File: src/rtl/alu_regfile_pipe.sv
// alu_regfile_pipe: two-stage ALU over a forwarding register file with a shared write port
module alu_regfile_pipe #(
  parameter int DATA_W = 8,
  parameter int ADDR_W = 4
) (
  input  logic              i_clock,
  input  logic              i_reset,
  input  logic [DATA_W-1:0] i_data,
  input  logic              i_write_enable,
  input  logic [ADDR_W-1:0] i_addr_write,
  output logic              o_write_ack,
  input  logic              i_op_valid,
  output logic              o_op_ready,
  input  logic [ADDR_W-1:0] i_addr0,
  input  logic [ADDR_W-1:0] i_addr1,
  input  logic [ADDR_W-1:0] i_addr_dst,
  input  logic              i_wb_enable,
  input  logic [2:0]        i_select,
  output logic [DATA_W-1:0] o_result,
  output logic              o_zero_flag,
  output logic              o_carry_flag,
  output logic              o_result_valid
);
  localparam int DEPTH = 2 ** ADDR_W;
  logic [DATA_W-1:0] r_rf [DEPTH];
  logic              r_e_valid;
  logic [DATA_W-1:0] r_e_a;
  logic [DATA_W-1:0] r_e_b;
  logic [2:0]        r_e_sel;
  logic [ADDR_W-1:0] r_e_dst;
  logic              r_e_wb;
  logic              w_wb;
  logic              w_accept;
  logic [DATA_W:0]   w_alu;
  logic [DATA_W-1:0] w_src0;
  logic [DATA_W-1:0] w_src1;
  assign w_wb        = r_e_valid && r_e_wb;
  assign o_op_ready  = !i_reset;
  assign o_write_ack = !i_reset && i_write_enable && !w_wb;
  assign w_accept    = i_op_valid && o_op_ready;
  // ALU on stage E operands; bit DATA_W carries the carry/borrow/shifted-out bit
  always_comb begin
    w_alu = r_e_sel == 3'b000 ? {1'b0, r_e_a} + {1'b0, r_e_b} :
            r_e_sel == 3'b001 ? {1'b0, r_e_a} - {1'b0, r_e_b} :
            r_e_sel == 3'b010 ? {1'b0, r_e_a & r_e_b} :
            r_e_sel == 3'b011 ? {1'b0, r_e_a | r_e_b} :
            r_e_sel == 3'b100 ? {1'b0, r_e_a ^ r_e_b} :
            r_e_sel == 3'b101 ? {r_e_a, 1'b0} :
            r_e_sel == 3'b110 ? {r_e_a[0], 1'b0, r_e_a[DATA_W-1:1]} :
                                {1'b0, r_e_a};
  end
  // operand fetch: in-flight writeback first, then same-cycle external write, then storage
  always_comb begin
    w_src0 = w_wb && r_e_dst == i_addr0 ? w_alu[DATA_W-1:0] :
             o_write_ack && i_addr_write == i_addr0 ? i_data : r_rf[i_addr0];
    w_src1 = w_wb && r_e_dst == i_addr1 ? w_alu[DATA_W-1:0] :
             o_write_ack && i_addr_write == i_addr1 ? i_data : r_rf[i_addr1];
  end
  // register file: single write port, writeback wins over external write
  always_ff @(posedge i_clock) begin
    if (i_reset) begin
      for (int i = 0; i < DEPTH; i++) r_rf[i] <= '0;
    end else if (w_wb) begin
      r_rf[r_e_dst] <= w_alu[DATA_W-1:0];
    end else if (o_write_ack) begin
      r_rf[i_addr_write] <= i_data;
    end
  end
  // stage E: latch accepted operation
  always_ff @(posedge i_clock) begin
    if (i_reset) begin
      r_e_valid <= 1'b0;
      r_e_a     <= '0;
      r_e_b     <= '0;
      r_e_sel   <= '0;
      r_e_dst   <= '0;
      r_e_wb    <= 1'b0;
    end else begin
      r_e_valid <= w_accept;
      if (w_accept) begin
        r_e_a   <= w_src0;
        r_e_b   <= w_src1;
        r_e_sel <= i_select;
        r_e_dst <= i_addr_dst;
        r_e_wb  <= i_wb_enable;
      end
    end
  end
  // output stage: register result and flags, pulse valid per completed op
  always_ff @(posedge i_clock) begin
    if (i_reset) begin
      o_result       <= '0;
      o_zero_flag    <= 1'b0;
      o_carry_flag   <= 1'b0;
      o_result_valid <= 1'b0;
    end else begin
      o_result_valid <= r_e_valid;
      if (r_e_valid) begin
        o_result     <= w_alu[DATA_W-1:0];
        o_zero_flag  <= w_alu[DATA_W-1:0] == '0;
        o_carry_flag <= r_e_sel == 3'b000 || r_e_sel == 3'b001 ||
                        r_e_sel == 3'b101 || r_e_sel == 3'b110 ? w_alu[DATA_W] : 1'b0;
      end
    end
  end
endmodule

File: config.mk
export PLATFORM = sky130hd
export DESIGN_NAME = alu_regfile_pipe
export DESIGN_NICKNAME = d
export VERILOG_FILES = /design/src/rtl/alu_regfile_pipe.sv
export SDC_FILE = /design/constraint.sdc
export NUM_CORES = 1
export LEC_CHECK = 0
export CORE_ASPECT_RATIO = 1.1
export CORE_UTILIZATION = 35
export CTS_BUF_LIST = sky130_fd_sc_hd__clkbuf_4 sky130_fd_sc_hd__clkbuf_8
export CTS_CLUSTER_DIAMETER = 100
export DETAILED_ROUTE_END_ITERATION = 10
export PLACE_DENSITY = 0.61
export SLEW_MARGIN = 5
export SYNTH_ARGS = -nofsm -noshare
export SYNTH_HDL_FRONTEND = slang
export SYNTH_SLANG_ARGS = --single-unit
File: constraint.sdc
create_clock -name i_clock -period 3.63 [get_ports i_clock]
set_input_delay 0.726 -clock i_clock [delete_from_list [all_inputs] [get_ports i_clock]]
set_output_delay 0.726 -clock i_clock [all_outputs]
set_load 0.05 [all_outputs]
==> key figures <==
Floorplan
  – Die Ht: 176 um
  – Number of primary I/O pins: 45
  – Die area: 0.0283 mm2
  – Die width: 161 um
  – Initial Utilization: 35.8%
  – Placement Rows: 63
  – Core ar.: ~0.027 mm2

Detailed routing
  – Met2 WL: 13.5 mm
  – Routed vias: 7115
  – Drt first-iter violations: roughly 780
  – Drt drc: 0
  – Met1 Wirelength: between 10 and 15 mm
  – WL per Instance: 23.2 um
  – Vias per cell: 5.73
  – DRT Pass-1 Iters: 5
  – Drt total wl: 28.8 mm
  – Max layer used: met4
  – ANT nets after route: 0
  – Metal3 WL: 2.18 mm

Synthesis
  – Synth Area in XOR/XNOR: 1.27%
  – Synth warnings: 0
  – Netlist cell types: 63
  – Post-synth EDFFs: 128
  – Synth Instances: between 800 and 900
  – Seq cells post-synth: around 160
  – Avg Cell Area, Syn: roughly 12 um2
  – Primary FF master, synth: edfxtp_1
  – Area of the mapped netlist: 0.00968 mm2
  – Multiplexer share of the synthesized area: a little under a quarter
  – Synth Area in Adders: 3.64%
  – Share of flip-flops with an asynchronous set or reset: 0%
  – Synth Area in Simple Gates: between 10% and 20%
  – Syn Nets: 877
  – Post-synthesis compound-gate area fraction: approximately 8.0%
  – Main combinational cell family by area after synthesis: multiplexers
  – Register area share after synthesis: 47.1%

Setup path
  – Reg2Reg Depth: 12
  – Crit Path Category: flop to flop
  – Crit-path slowest cell: dfxtp_1
  – CP required: 3.95 ns
  – Worst setup EP type: flop
  – Cell mode on critical path: buf_4
  – CP Launch Type: flop
  – Critical path arrival: roughly 3.6 ns
  – Crit-path max FO: 18
  – Crit-path max cell delay: roughly 0.43 ns
  – Crit-path cells: inv_1 > ha_1 > fa_1 > nor3_1 > o31ai_1 > a21oi_1 > mux2_2 > nor4_1 > buf_4 > mux2i_2 > buf_4 > nor2_1

STA
  – Tcrit/Tclk final: 90.2%
  – Slew @ Worst Pin: 1.01 ns
  – Slew HR: 32.3%
  – Crit path time final: 3.28 ns
  – RSZ-0062 raised after global routing: no
  – Skew final: ~0.012 ns
  – Final setup fails: 0
  – Setup TNS Final: 0 ns
  – Fmax: 305 MHz
  – Final hold vios: 0
  – Slew Limit Fails: 0

Place
  – Post-DP HPWL: 21.8 mm
  – Port bufs: 44
  – Placed cell count: 1210
  – GPL Wtd Cong: 0.941

Clock tree
  – # hold bufs at CTS: 0
  – Root Driver: clkbuf_8
  – CTS tree: built
  – Clk sinks: 164
  – Postcts setup bufs: 0
  – H-tree Lvls: 4
  – Maximum clock insertion buffer count: 2
  – CTS buffer count: 17
  – Clock transition at path regs: ~0.09 ns
  – Clk_lat worst skew: 0.47 ns
  – Post-CTS resize count: 0

Power
  – Maximum vdd drop: 0.000233 V
  – Leakage: 0.00388 uW
  – Power per Cell Area: roughly 400 mW/mm2
  – Total power: 4450 uW

Min path
  – Hold WC Path Type: flop to flop
  – Hold depth: 1

Global route
  – Gr usage total: between 20% and 30%
  – Initial antenna violation count: 0
  – Largest net degree at the start of global routing: 37
  – Vias in the first global route: 7018
  – Gr ovfl total: 0
  – First-pass GRT wire length: 44.2 mm

Finish
  – Area delta synth->final: 14.4%
  – Fin cells: 1242
  – Fraction of layout cells with a size suffix above 1: 20.3%
  – Layout Nets: 931
  – Final Util: 41.0%
  – Antenna diodes: 0

Run
  – Max Cap Violations: 0

Outcome
  – Status: completed
-- through the flow --
step | hold slack [ns] | worst slack [ns] | instance area [um2]
final | 0.487 | 0.354 | 11100
after global placement | 0.466 | 0.224 | 10700
after floorplan | 0.479 | 0.581 | 9680
after global routing | 0.513 | 0.141 | 11100
after CTS | 0.495 | 0.307 | 11100
after detailed placement | 0.472 | 0.230 | 10700
-- cells in the mapped netlist (10+ instances only) --
library cell  number  area [um2]
inv_1             37         139
dfxtp_1           36         721
clkbuf_1          33         124
nor2_1           174         653
a211oi_1          18         135
o21ai_0           20         100
nand2_1           58         218
ha_1              25         313
mux2i_1           31         310
buf_2             15        75.1
mux4_2            80        1800
a21oi_1           16        80.1
xnor2_1           10        87.6
nor2b_1           10        62.6
edfxtp_1         128        3840
-- flip-flops by register name, indices dropped and copies added, names as in the netlist --
name            cells
o_zero_flag         1
r_e_dst             4
r_e_b               8
o_carry_flag        1
o_result_valid      1
r_e_wb              1
o_result            8
r_e_a               8
r_e_valid           1
r_rf              128
r_e_sel             3
-- worst paths after layout --
check	from	to	slack [ns]
setup / recovery	r_e_a[0]	r_rf[0][6]	0.35
hold / removal	o_carry_flag	o_carry_flag	0.49
setup reg to reg	r_e_a[0]	r_rf[0][6]	0.35
hold reg to reg	o_carry_flag	o_carry_flag	0.49
-- logic make-up after synthesis --
logic type | after synthesis
xor gates and xnor gates | 14
muxes | 121
and+or+nand+nor | 286
adders and majority gates | 27
buffers and inverters | 95
AOI/OAI and AO/OA | 111
DFF | 164
-- area by class of cell --
class,count,area [um2]
Timing Repair Buffer,92,836
Inverter,38,143
Fill cell,2581,16000
Sequential cell,164,4560
Clock inverter,15,103
Multi-Input combinational cell,559,4750
Clock buffer,17,234
Tap cell,357,447
-- metal layers --
metal | vias up | GRT usage, %
li1 | 3155 | -
met1 | 3549 | 28.2
met2 | 356 | 33.4
met3 | 55 | 3.74
met4 | 0 | 10.3
met5 | - | 0
-- layout by cell type (no fill, tap or decap), drive strengths merged, types with 5 or more instances in the layout --
master / n
nand2b: 8
clkdlybuf4s50: 40
clkbuf: 17
xnor2: 10
ha: 25
nor2: 174
buf: 52
nand2: 59
o32a: 6
o21ai: 23
o22ai: 8
inv: 44
nor4: 6
nor2b: 10
a21oi: 16
mux2i: 32
clkinv: 5
a211oi: 18
mux2: 9
nor3: 7
mux4: 80
dfxtp: 36
edfxtp: 128
-- power by group --
part | internal, uW | switching, uW | leakage (uW)
combinational | 420 | 630 | 0.00210
clock | 474 | 737 | 0.000160
sequential | 2110 | 76.7 | 0.00162
total | 3000 | 1440 | 0.00388
-- critical path: cells and delay by family, from the launching register on --
| kind | cells | cell delay [ns] |
|---|---|---|
| buffers and inverters | 3 | 0.53 |
| and+or+nand+nor | 3 | 0.69 |
| AOI/OAI and AO/OA | 2 | 0.40 |
| DFF | 1 | 0.43 |
| adders and majority gates | 2 | 0.62 |
| muxes | 2 | 0.44 |
(Power assumes the default switching activity.)
